==> src/rtl/usb_fs_rx_decoder.sv <==
// Full-speed USB receive front end.
// Registers DP/DM into LineState, detects SYNC, NRZI-decodes and unstuffs the
// bit stream, packs bytes LSB-first, detects EOP and reports errors. The SIE
// sees a UTMI-style RxActive/RxValid/RxError/DataOut stream.
// Ports:
//   UTMI_clk  - bit clock, one line symbol per cycle
//   Rst       - synchronous active-high reset
//   DP, DM    - bus pads
//   TX_en     - local transmitter active, receive path blanked
//   LineState - registered line state {DM,DP}: 00 SE0, 01 J, 10 K, 11 SE1
//   RxActive  - packet in progress
//   RxValid   - one-cycle strobe, DataOut holds a complete byte
//   RxError   - one-cycle strobe, receive error
//   DataOut   - received byte, LSB first on the wire
module usb_fs_rx_decoder #(
  parameter int unsigned SYNC_MIN_KJ = 3,
  parameter int unsigned EOP_SE0_MIN = 2,
  parameter int unsigned ERR_IDLE_J  = 8
) (
  input  logic       UTMI_clk,
  input  logic       Rst,
  input  logic       DP,
  input  logic       DM,
  input  logic       TX_en,
  output logic [1:0] LineState,
  output logic       RxActive,
  output logic       RxValid,
  output logic       RxError,
  output logic [7:0] DataOut
);

  localparam int unsigned KJ_W   = $clog2(SYNC_MIN_KJ + 1);
  localparam int unsigned SE0_W  = $clog2(EOP_SE0_MIN + 1);
  localparam int unsigned ERRJ_W = $clog2(ERR_IDLE_J + 1);

  localparam logic [1:0] LS_SE0 = 2'b00;
  localparam logic [1:0] LS_J   = 2'b01;
  localparam logic [1:0] LS_K   = 2'b10;
  localparam logic [1:0] LS_SE1 = 2'b11;

  typedef enum logic [2:0] {
    ST_IDLE, ST_SYNC, ST_DATA, ST_EOP, ST_ERROR
  } state_t;

  state_t              state, state_nxt;
  logic [1:0]          ls_prev;
  logic [KJ_W-1:0]     kj_cnt, kj_cnt_nxt;
  logic [2:0]          bit_cnt, bit_cnt_nxt;
  logic [2:0]          ones_cnt, ones_cnt_nxt;
  logic [7:0]          shreg, shreg_nxt;
  logic [SE0_W-1:0]    se0_cnt, se0_cnt_nxt;
  logic [ERRJ_W-1:0]   errj_cnt, errj_cnt_nxt;
  logic                rx_active_nxt, rx_valid_nxt, rx_error_nxt;
  logic [7:0]          data_out_nxt;
  logic                data_bit_c;

  // NRZI: an unchanged J/K symbol is a 1
  assign data_bit_c = (LineState == ls_prev);

  // State and output registers
  always_ff @(posedge UTMI_clk) begin
    if (Rst) begin
      state     <= ST_IDLE;
      LineState <= LS_J;
      ls_prev   <= LS_J;
      kj_cnt    <= '0;
      bit_cnt   <= '0;
      ones_cnt  <= '0;
      shreg     <= '0;
      se0_cnt   <= '0;
      errj_cnt  <= '0;
      RxActive  <= 1'b0;
      RxValid   <= 1'b0;
      RxError   <= 1'b0;
      DataOut   <= '0;
    end else begin
      state     <= state_nxt;
      LineState <= {DM, DP};
      ls_prev   <= LineState;
      kj_cnt    <= kj_cnt_nxt;
      bit_cnt   <= bit_cnt_nxt;
      ones_cnt  <= ones_cnt_nxt;
      shreg     <= shreg_nxt;
      se0_cnt   <= se0_cnt_nxt;
      errj_cnt  <= errj_cnt_nxt;
      RxActive  <= rx_active_nxt;
      RxValid   <= rx_valid_nxt;
      RxError   <= rx_error_nxt;
      DataOut   <= data_out_nxt;
    end
  end

  // Next-state and output decode, driven by LineState against its previous value
  always_comb begin
    state_nxt     = state;
    kj_cnt_nxt    = kj_cnt;
    bit_cnt_nxt   = bit_cnt;
    ones_cnt_nxt  = ones_cnt;
    shreg_nxt     = shreg;
    se0_cnt_nxt   = se0_cnt;
    errj_cnt_nxt  = errj_cnt;
    rx_active_nxt = RxActive;
    rx_valid_nxt  = 1'b0;
    rx_error_nxt  = 1'b0;
    data_out_nxt  = DataOut;

    unique case (state)
      ST_IDLE: begin
        rx_active_nxt = 1'b0;
        if (LineState == LS_K) begin
          state_nxt  = ST_SYNC;
          kj_cnt_nxt = '0;
        end
      end

      ST_SYNC: begin
        unique case (LineState)
          LS_K: begin
            // KK closes the SYNC pattern
            if (ls_prev == LS_K) begin
              if (kj_cnt >= KJ_W'(SYNC_MIN_KJ)) begin
                state_nxt     = ST_DATA;
                rx_active_nxt = 1'b1;
                bit_cnt_nxt   = '0;
                ones_cnt_nxt  = '0;
              end else begin
                state_nxt = ST_IDLE;
              end
            end
          end
          LS_J: begin
            if (ls_prev == LS_K) begin
              if (kj_cnt < KJ_W'(SYNC_MIN_KJ)) kj_cnt_nxt = kj_cnt + KJ_W'(1);
            end else if (ls_prev == LS_J || ls_prev == LS_SE0) begin
              state_nxt = ST_IDLE;
            end
          end
          LS_SE0: begin
            if (ls_prev == LS_J || ls_prev == LS_SE0) state_nxt = ST_IDLE;
          end
          default: begin
            state_nxt    = ST_ERROR;
            rx_error_nxt = 1'b1;
            errj_cnt_nxt = '0;
          end
        endcase
      end

      ST_DATA: begin
        if (LineState == LS_SE0) begin
          state_nxt   = ST_EOP;
          se0_cnt_nxt = SE0_W'(1);
        end else if (LineState == LS_SE1) begin
          state_nxt    = ST_ERROR;
          rx_error_nxt = 1'b1;
          errj_cnt_nxt = '0;
        end else if (ones_cnt == 3'd6) begin
          // Bit after six 1s must be a stuffed 0
          if (data_bit_c) begin
            state_nxt    = ST_ERROR;
            rx_error_nxt = 1'b1;
            errj_cnt_nxt = '0;
          end else begin
            ones_cnt_nxt = '0;
          end
        end else begin
          shreg_nxt    = {data_bit_c, shreg[7:1]};
          bit_cnt_nxt  = bit_cnt + 3'd1;
          ones_cnt_nxt = data_bit_c ? ones_cnt + 3'd1 : 3'd0;
          if (bit_cnt == 3'd7) begin
            rx_valid_nxt = 1'b1;
            data_out_nxt = {data_bit_c, shreg[7:1]};
          end
        end
      end

      ST_EOP: begin
        if (LineState == LS_SE0) begin
          if (se0_cnt < SE0_W'(EOP_SE0_MIN)) se0_cnt_nxt = se0_cnt + SE0_W'(1);
        end else if (LineState == LS_J && se0_cnt >= SE0_W'(EOP_SE0_MIN) &&
                     bit_cnt == 3'd0) begin
          state_nxt     = ST_IDLE;
          rx_active_nxt = 1'b0;
        end else begin
          state_nxt    = ST_ERROR;
          rx_error_nxt = 1'b1;
          errj_cnt_nxt = '0;
        end
      end

      ST_ERROR: begin
        if (LineState == LS_J) begin
          if (ls_prev == LS_SE0 || errj_cnt == ERRJ_W'(ERR_IDLE_J - 1)) begin
            state_nxt     = ST_IDLE;
            rx_active_nxt = 1'b0;
          end else begin
            errj_cnt_nxt = errj_cnt + ERRJ_W'(1);
          end
        end else begin
          errj_cnt_nxt = '0;
        end
      end

      default: state_nxt = ST_IDLE;
    endcase

    // Local transmit blanks the receiver and abandons any packet silently
    if (TX_en) begin
      state_nxt     = ST_IDLE;
      rx_active_nxt = 1'b0;
      rx_valid_nxt  = 1'b0;
      rx_error_nxt  = 1'b0;
    end
  end

endmodule
==> config.mk <==
export PLATFORM = sky130hd
export DESIGN_NAME = usb_fs_rx_decoder
export DESIGN_NICKNAME = d
export VERILOG_FILES = /design/src/rtl/usb_fs_rx_decoder.sv
export SDC_FILE = /design/constraint.sdc
export NUM_CORES = 1
export LEC_CHECK = 0
export ABC_AREA = 1
export CAP_MARGIN = 0
export CORE_MARGIN = 2
export CORE_UTILIZATION = 52
export CTS_CLUSTER_DIAMETER = 150
export DETAILED_ROUTE_END_ITERATION = 8
export PLACE_DENSITY_LB_ADDON = 0.25
export SLEW_MARGIN = 10
export SYNTH_ARGS = -nofsm -noshare
export SYNTH_HDL_FRONTEND = slang
export SYNTH_SLANG_ARGS = --single-unit
==> constraint.sdc <==
create_clock -name UTMI_clk -period 1.55 [get_ports UTMI_clk]
set_clock_uncertainty 0.1 [all_clocks]
set_input_delay 0.31 -clock UTMI_clk [delete_from_list [all_inputs] [get_ports UTMI_clk]]
set_output_delay 0.31 -clock UTMI_clk [all_outputs]
set_load 0.02 [all_outputs]
==> flow_metrics.env, run 1 <==
export IMPL_status="finished, violations left"
export IMPL_violations="setup timing"
export IMPL_synth_area_per_cell_um2=6.79
export IMPL_clk_latency_ns=0.30
export IMPL_end_kind="flip-flop"
export IMPL_antenna_cells=0
export IMPL_intPower_w=0.00191
export IMPL_grt_pass1_wl_um=9180
export IMPL_p_seq_frac=0.401
export IMPL_rows=23
export IMPL_hold_violations=0
export IMPL_synth_seq_area_share=0.367
export IMPL_drive_gt1_frac=0.364
export IMPL_dp_hpwl_um=3760
export IMPL_wl_per_cell_um=13.6
export IMPL_synth_top_area_share=0.367
export IMPL_cp_arrival_ns=1.73
export IMPL_ys_warnings_count=0
export IMPL_syn_cell_area_um2=2130
export IMPL_synth_distinct_cells=30
export IMPL_first_pass_iters=4
export IMPL_synth_flop_cell="dfxtp_1"
export IMPL_swShare=0.319
export IMPL_die_width_um=67.9
export IMPL_area_growth_syn_to_layout_pct=44.9
export IMPL_synth_fa_ha_area_frac=0.0824
export IMPL_antenna_found_initial=0
export IMPL_portBuffers=17
export IMPL_synth_area_mux_share=0
export IMPL_maxCapViolations=0
export IMPL_worstPathMaxFanout=6
export IMPL_clock_fmax_mhz=613
export IMPL_clock_path_buffers=2
export IMPL_cts_root_buffer="clkbuf_8"
export IMPL_p_switching_w=0.000895
export IMPL_synth_nets=332
export IMPL_comb_power_share=0.274
export IMPL_place_ws_ns=-0.207
export IMPL_fill_cells=264
export IMPL_synth_common_cells="74 x nor2_1, 65 x nand2_1, 39 x dfxtp_1"
export IMPL_multi_input_area_um2=1410
export IMPL_routed_wl_um=5880
export IMPL_die_y_um=67.9
export IMPL_synth_top_family_by_area="simple AND/OR/NAND/NOR gates"
export IMPL_gp_congestion=0.875
export IMPL_fin_crit_sh=1.05
export IMPL_cts_sinks=39
export IMPL_synth_edff_count=0
export IMPL_yosysMostFrequentCell="nor2_1"
export IMPL_synth_largest_area_cell="dfxtp_1"
export IMPL_synth_xor_area_share=0.00412
export IMPL_synth_seq_cells=39
export IMPL_grt_max_degree=23
export IMPL_irDropWorstVdd_v=0.000560
export IMPL_synth_cells=313
export IMPL_start_kind="flip-flop"
export IMPL_first_global_vias=2118
export IMPL_synthSimpleGateAreaFrac=0.369
export IMPL_rsz0062_at_grt="yes"
export IMPL_async_flop_share=0
export IMPL_drt_initial_drc_count=127
export IMPL_io_pins=18
export IMPL_core_um2=3970
export IMPL_slew_headroom=0.832
export IMPL_drc=0
export IMPL_p_leak_nw=1.48
export IMPL_dieArea_um2=4620
export IMPL_min_path_type="reg -> reg"
export IMPL_clkTransAtPathRegs_ns=0.08
export IMPL_total_power_w=0.00281
export IMPL_num_vias=2283
export IMPL_p_clk_frac=0.325
export IMPL_setup_ws_ns=-0.0825
export IMPL_fin_nets=400
export IMPL_synth_area_leaders="dfxtp_1 37%, nor2_1 13%, nand2_1 11%"
export IMPL_cts_hold_buffers=0
export IMPL_start_util=0.535
export IMPL_gr_total_overflow=0
export IMPL_grt_total_usage=0.267
export IMPL_timing_final_crit_period_ns=1.63
export IMPL_via_per_inst=5.28
export IMPL_power_density_nw_per_um2=911
export IMPL_numCtsBuffers=5
export IMPL_ff_latch_area_um2=795
export IMPL_drt_antenna_violating_nets=0
export IMPL_cts_htree_levels=2
export IMPL_path_class="reg -> reg"
export IMPL_synth_compound_area_frac=0.0977
export IMPL_final_setup_viol_count=13
export IMPL_required_ns=1.64
export IMPL_drv_slew=0
export IMPL_cts_tree="yes"
export IMPL_worstMarginPinSlew_ns=0.249
[layout make-up]
type | instances | share of cell area
inverter | 40 | 0.0561
tap | 50 | 0.0203
multi-input combinational | 231 | 0.458
timing repair buffer | 64 | 0.169
sequential | 39 | 0.258
clock buffer | 6 | 0.0268
clock inverter | 2 | 0.0126
[critical path: stages (launching register included)]
cell and delay (ns):
dfxtp_1 0.34, ha_1 0.16, nand2_1 0.09, o21ai_2 0.14, nand2_1 0.06, nand2_1 0.10, nand2_1 0.12, nor2_4 0.21
nand2_2 0.07, nand2_1 0.07, nor2_1 0.05
[kinds of logic (layout without fill, tap and decap cells)]
family                     Yosys count  count (layout)
and+or+nand+nor                    178             178
buffers and inverters               43             112
DFF                                 39              39
AOI/OAI and AO/OA                   38              38
adders and majority gates           14              14
xor gates and xnor gates             1               1
[flip-flops by register name (all words and copies together) (netlist names), 2 cells and up]
signal / flops
errj_cnt: 4
state: 3
kj_cnt: 2
LineState: 2
se0_cnt: 2
DataOut: 8
bit_cnt: 3
ones_cnt: 3
ls_prev: 2
shreg: 7
[repair_timing]
action,4_1_cts,5_1_grt
pin swaps,16,21
setup buffers,1,3
gates resized for setup,60,38
setup endpoints to repair,47,25
[cell usage in the layout, fill, tap and decap left out, types with 2 or more instances in the layout]
cell type,count
nor2_1,64
nand2_1,54
buf_4,44
dfxtp_1,32
inv_1,24
nand2_2,12
o21ai_0,12
dlygate4sd2_1,11
inv_2,10
nor2_4,10
nand3_1,9
nand3_2,8
a21oi_1,8
ha_1,8
nor2_2,6
clkbuf_8,6
nand2_4,5
o21ai_2,5
o21ai_1,5
dfxtp_2,5
ha_4,4
clkdlybuf4s50_1,4
inv_6,3
inv_4,3
nand4_1,3
a21oi_2,3
dfxtp_4,2
nand3_4,2
a211oi_1,2
ha_2,2
clkbuf_2,2
buf_6,2
[path summary, 6_finish.rpt]
path | startpoint | endpoint | slack [ns] | depth (start not counted)
worst max-delay path | errj_cnt[1] | state[0] | -0.08 | 10
worst min-delay path | DataOut[6] | DataOut[6] | 0.38 | 2
worst max register to register | errj_cnt[1] | state[0] | -0.08 | 10
worst min register to register | DataOut[6] | DataOut[6] | 0.38 | 2
[power groups by stage]
stage / Combinational [W] / Sequential (W) / Clock [W]
2_1_floorplan: 0.000399 / 0.00113 / 0
3_3_place_gp: 0.000637 / 0.00113 / 0
3_5_place_dp: 0.000645 / 0.00113 / 0
4_1_cts: 0.000699 / 0.00112 / 0.000933
5_1_grt: 0.000849 / 0.00113 / 0.000972
6_report: 0.000769 / 0.00112 / 0.000911
[stage by stage]
stage,instances,TNS (ns),utilization,hold WS (ns),area [µm²]
3_5_place_dp,420,-2.61,0.679,0.365,2700
3_3_place_gp,420,-1.37,0.679,0.360,2700
6_report,432,-0.449,0.776,0.379,3080
2_1_floorplan,313,-0.213,-,0.307,2140
4_1_cts,429,-0.00146,0.748,0.376,2970
5_1_grt,432,-1.60,0.776,0.410,3080
[routing by layer]
metal / vias to the layer above / wire (µm) / track usage
met2: 67 / 2930 / 0.449
met4: 0 / 217 / 0.148
met5: - / 0 / 0
met1: 1062 / 2440 / 0.318
met3: 26 / 286 / 0.0526
li1: 1128 / - / -
Note: power is estimated with default switching activity, not from simulation.
==> run 2, diff against run 1 <==
Clock period 1.55 ns to 1.41 ns, I/O delays scaled along.
==> flow_metrics.env, run 2 (synthesized netlist as in run 1, its figures left out) <==
export IMPL_area_growth_syn_to_layout_pct=66.5
export IMPL_largest_reg_flops=8
export IMPL_drt_antenna_violating_nets=0
export IMPL_worstPathMaxFanout=6
export IMPL_wl_per_cell_um=21.2
export IMPL_power_density_nw_per_um2=945
export IMPL_mostFrequentLayoutCells="56 x buf_4, 55 x nand2_1, 45 x nor2_1, 29 x dfxtp_1, 26 x nor2_4"
export IMPL_grt_total_usage=0.311
export IMPL_path_class="reg -> reg"
export IMPL_wl_met3_um=949
export IMPL_antenna_found_initial=0
export IMPL_final_common_cell="buf_4"
export IMPL_cts_root_buffer="clkbuf_8"
export IMPL_slew_headroom=0.700
export IMPL_dp_hpwl_um=4040
export IMPL_path_cells="nand3_2 -> inv_1 -> nand2_1 -> nand2_1 -> inv_1 -> nand3_2 -> nor2_4 -> nor2_1 -> nor2_1"
export IMPL_p_leak_nw=1.60
export IMPL_io_pins=18
export IMPL_status="finished, violations left"
export IMPL_grt_pass1_wl_um=10700
export IMPL_rows=23
export IMPL_start_kind="flip-flop"
export IMPL_final_setup_viol_count=35
export IMPL_setup_tns_ns=-9.11
export IMPL_gp_congestion=0.934
export IMPL_portBuffers=17
export IMPL_drive_gt1_frac=0.513
export IMPL_numCtsBuffers=5
export IMPL_hold_violations=0
export IMPL_fin_nets=416
export IMPL_clock_path_buffers=2
export IMPL_routed_wl_um=9500
export IMPL_cts_tree="yes"
export IMPL_clkTransAtPathRegs_ns=0.09
export IMPL_cp_top_family="simple AND/OR/NAND/NOR gates"
export IMPL_regMostFlops="DataOut"
export IMPL_worst_path_buf_inv=2
export IMPL_first_pass_iters=6
export IMPL_num_vias=2737
export IMPL_slowest_stage="dfxtp_2"
export IMPL_drc=0
export IMPL_worstMarginPinSlew_ns=0.449
export IMPL_violations="setup timing"
export IMPL_place_inst=426
export IMPL_timing_final_crit_period_ns=1.81
export IMPL_required_ns=1.52
export IMPL_cts_sinks=39
export IMPL_antenna_cells=0
export IMPL_cts_htree_levels=2
export IMPL_drt_initial_drc_count=391
export IMPL_first_global_vias=2363
export IMPL_grt_max_degree=25
export IMPL_fin_cells=448
export IMPL_largestRegisters="DataOut x8, shreg x7, errj_cnt x4"
export IMPL_fin_crit_sh=1.28
export IMPL_start_util=0.535
export IMPL_min_path_type="reg -> reg"
export IMPL_gr_total_overflow=0
export IMPL_irDropWorstVdd_v=0.000980
export IMPL_cts_hold_buffers=0
export IMPL_maxCapViolations=0
export IMPL_die_y_um=67.9
export IMPL_highest_layer="met4"
export IMPL_dieArea_um2=4620
export IMPL_setup_ws_ns=-0.398
export IMPL_cp_arrival_ns=1.92
export IMPL_rsz0062_at_grt="yes"
export IMPL_wl_met1_um=3370
export IMPL_wl_met2_um=4470
export IMPL_critPathMaxStageDelay_ns=0.44
export IMPL_clock_fmax_mhz=553
export IMPL_drv_slew=0
export IMPL_die_width_um=67.9
export IMPL_via_per_inst=6.11
export IMPL_core_um2=3970
export IMPL_end_kind="flip-flop"
export IMPL_clk_latency_ns=0.32
run 2: cell count changes in the layout (fill, tap and decap cells not counted), sizes merged:
cell	change
inv	-1
clkbuf	+5
clkinvlp	+1
clkinv	+2
dlygate4sd2	-8
buf	+16
nand2	+1
bufinv	-1
clkdlybuf4s15	+1
run 2: path summary, 6_finish.rpt:
check	depth (start not counted)	slack [ns]	from	end
hold reg to reg	2	0.36	RxActive	RxActive
setup / recovery	9	-0.40	state[1]	state[2]
setup reg to reg	9	-0.40	state[1]	state[2]
hold / removal	2	0.36	RxActive	RxActive
run 2: timing repair:
| item | CTS | global route |
|---|---|---|
| pin swaps | 32 | 21 |
| buffers inserted | 10 | 2 |
| gates cloned | 2 | 0 |
| setup endpoints to repair | 46 | 41 |
| resized for setup | 78 | 98 |
| hold endpoints to repair | 0 | 0 |
run 2: layer usage:
layer  GRT usage  vias up
met5           0        -
met4       0.163        0
met3      0.0674       89
met2       0.550      234
met1       0.347     1260
li1            -     1154
run 2: report_power, final:
group          leakage, nW  internal, W  switching, W  total, W
clock network       0.0530     0.000463      0.000495  0.000958
registers            0.320      0.00117     0.0000894   0.00126
logic                 1.23     0.000449      0.000674   0.00112
total                 1.60      0.00209       0.00126   0.00334
run 2: worst register-to-register path: stages, from the launching register on:
cell     delay (ns)
dfxtp_2        0.44
nand3_2        0.16
inv_1          0.23
nand2_1        0.15
nand2_1        0.10
inv_1          0.06
nand3_2        0.09
nor2_4         0.06
nor2_1         0.19
nor2_1         0.11
run 2: layout make-up:
cell class | instances | area (µm²)
Clock buffer | 6 | 93.8
Clock inverter | 2 | 16.3
Timing Repair Buffer | 78 | 637
Tap cell | 50 | 62.6
Timing Repair inverter | 1 | 16.3
Multi-Input combinational cell | 232 | 1720
Sequential cell | 39 | 798
Inverter | 40 | 200
Fill cell | 171 | 432
run 2: metrics by stage:
step                area, µm²  power, W  hold WS, ns   util  setup slack [ns]
finish                   3540   0.00334        0.356  0.891            -0.398
global route             3540   0.00342        0.379  0.891            -0.463
CTS                      3250   0.00305        0.367  0.819            -0.167
detailed placement       2860   0.00204        0.355  0.721            -0.245
global placement         2860   0.00202        0.353  0.721            -0.172
floorplan                2250   0.00173        0.279      -           -0.0959
==> run 3, diff against run 2 <==
Settings changed: CELL_PAD_IN_SITES_DETAIL_PLACEMENT from default to 0, CELL_PAD_IN_SITES_GLOBAL_PLACEMENT from default to 2, CORE_UTILIZATION 52 to 29, GPL_TIMING_DRIVEN from default to 0.
==> flow_metrics.env, run 3 (synthesized netlist as in run 1, its figures left out) <==
export IMPL_io_pins=18
export IMPL_p_clk_frac=0.359
export IMPL_routed_wl_um=5540
export IMPL_largestRegisters="DataOut x8, shreg x7, errj_cnt x4"
export IMPL_wl_met1_um=2590
export IMPL_antenna_found_initial=0
export IMPL_placed_cell_area_um2=2540
export IMPL_hold_violations=0
export IMPL_rsz0062_at_grt="yes"
export IMPL_cts_sinks=39
export IMPL_clock_path_buffers=2
export IMPL_wl_met2_um=2770
export IMPL_clkTransAtPathRegs_ns=0.08
export IMPL_dp_hpwl_um=4040
export IMPL_cp_arrival_ns=1.69
export IMPL_cts_root_buffer="clkbuf_8"
export IMPL_rows=31
export IMPL_setup_ws_ns=-0.182
export IMPL_gp_congestion=0.818
export IMPL_mostFrequentLayoutCells="55 x nand2_1, 55 x nor2_1, 30 x dfxtp_1, 23 x inv_1"
export IMPL_swShare=0.310
export IMPL_drt_antenna_violating_nets=0
export IMPL_worstMarginPinSlew_ns=0.390
export IMPL_final_setup_viol_count=34
export IMPL_clock_fmax_mhz=628
export IMPL_first_global_vias=1979
export IMPL_drv_slew=0
export IMPL_gr_total_overflow=0
export IMPL_grt_pass1_wl_um=9360
export IMPL_area_growth_syn_to_layout_pct=47.8
export IMPL_fin_nets=377
export IMPL_place_inst=429
export IMPL_clk_latency_ns=0.30
export IMPL_first_pass_iters=4
export IMPL_dieArea_um2=8030
export IMPL_start_kind="flip-flop"
export IMPL_antenna_cells=0
export IMPL_power_density_nw_per_um2=1010
export IMPL_via_per_inst=4.50
export IMPL_end_kind="flip-flop"
export IMPL_path_class="reg -> reg"
export IMPL_die_y_um=89.6
export IMPL_fin_cells=458
export IMPL_slew_headroom=0.740
export IMPL_portBuffers=17
export IMPL_start_util=0.296
export IMPL_violations="setup timing"
export IMPL_cts_htree_levels=2
export IMPL_die_width_um=89.6
export IMPL_grt_max_degree=14
export IMPL_required_ns=1.51
export IMPL_drt_initial_drc_count=48
export IMPL_worstPathMaxFanout=7
export IMPL_p_seq_frac=0.397
export IMPL_status="finished, violations left"
export IMPL_maxCapViolations=0
export IMPL_setup_tns_ns=-3.73
export IMPL_cts_hold_buffers=0
export IMPL_intPower_w=0.00218
export IMPL_irDropWorstVdd_v=0.000655
export IMPL_cts_tree="yes"
export IMPL_fin_crit_sh=1.13
export IMPL_drc=0
export IMPL_drive_gt1_frac=0.384
export IMPL_grt_total_usage=0.154
export IMPL_p_leak_nw=1.34
export IMPL_num_vias=2059
export IMPL_wl_met3_um=131
export IMPL_largest_reg_flops=8
export IMPL_comb_power_share=0.243
export IMPL_timing_final_crit_period_ns=1.59
export IMPL_finalInstanceArea_um2=3140
export IMPL_min_path_type="reg -> reg"
export IMPL_numCtsBuffers=5
export IMPL_wl_per_cell_um=12.1
export IMPL_p_switching_w=0.000980
export IMPL_highest_layer="met4"
export IMPL_regMostFlops="DataOut"
export IMPL_core_um2=7180
-- run 3: stage by stage --
step | power, W | hold WS (ns) | setup slack (ns) | util
2_1_floorplan | 0.00173 | 0.279 | -0.0959 | -
3_3_place_gp | 0.00188 | 0.351 | -0.531 | 0.354
3_5_place_dp | 0.00188 | 0.352 | -0.531 | 0.354
4_1_cts | 0.00315 | 0.363 | -0.202 | 0.421
5_1_grt | 0.00338 | 0.401 | -0.314 | 0.438
6_report | 0.00316 | 0.349 | -0.182 | 0.438
-- run 3: critical path: stages (launching register included) --
cell	delay [ns]
dfxtp_4	0.39
inv_6	0.08
ha_4	0.20
inv_6	0.06
buf_4	0.16
nand2_8	0.08
clkinv_8	0.08
nand2_8	0.10
clkinv_8	0.08
o21ai_4	0.12
a21oi_2	0.03
-- run 3: layout make-up --
type	count	area, µm²
multi-input cells	232	1550
flip-flops and latches	39	800
well taps	99	124
repair inverters	1	11.3
clock buffers	5	68.8
plain buffers	3	15.0
fillers	768	4030
repair buffers	36	304
inverters	40	205
clock inverters	3	66.3
-- run 3: final timing paths --
path / start / slack, ns / to / cells after the start
worst min register to register: RxActive / 0.35 / RxActive / 2
worst max register to register: LineState[0] / -0.18 / DataOut[7] / 10
worst max-delay path: LineState[0] / -0.18 / DataOut[7] / 10
worst min-delay path: RxActive / 0.35 / RxActive / 2
-- run 3: power by group through the flow --
| stage | Clock (W) | Sequential, W | Combinational (W) |
|---|---|---|---|
| floorplan | 0 | 0.00125 | 0.000475 |
| global placement | 0 | 0.00126 | 0.000621 |
| detailed placement | 0 | 0.00126 | 0.000618 |
| CTS | 0.00118 | 0.00125 | 0.000730 |
| global route | 0.00123 | 0.00127 | 0.000876 |
| finish | 0.00114 | 0.00126 | 0.000770 |
-- run 3: timing repair --
item	4_1_cts	5_1_grt
setup buffers	16	3
setup endpoints to repair	49	39
cloned	2	0
pin swaps	23	13
gates resized for setup	87	33
endpoints found under the hold margin	0	0
-- run 3: per-layer routing --
metal / track usage / vias to the layer above
met5: 0 / -
met3: 0.0302 / 5
met2: 0.277 / 22
li1: - / 1087
met4: 0.0366 / 0
met1: 0.189 / 945
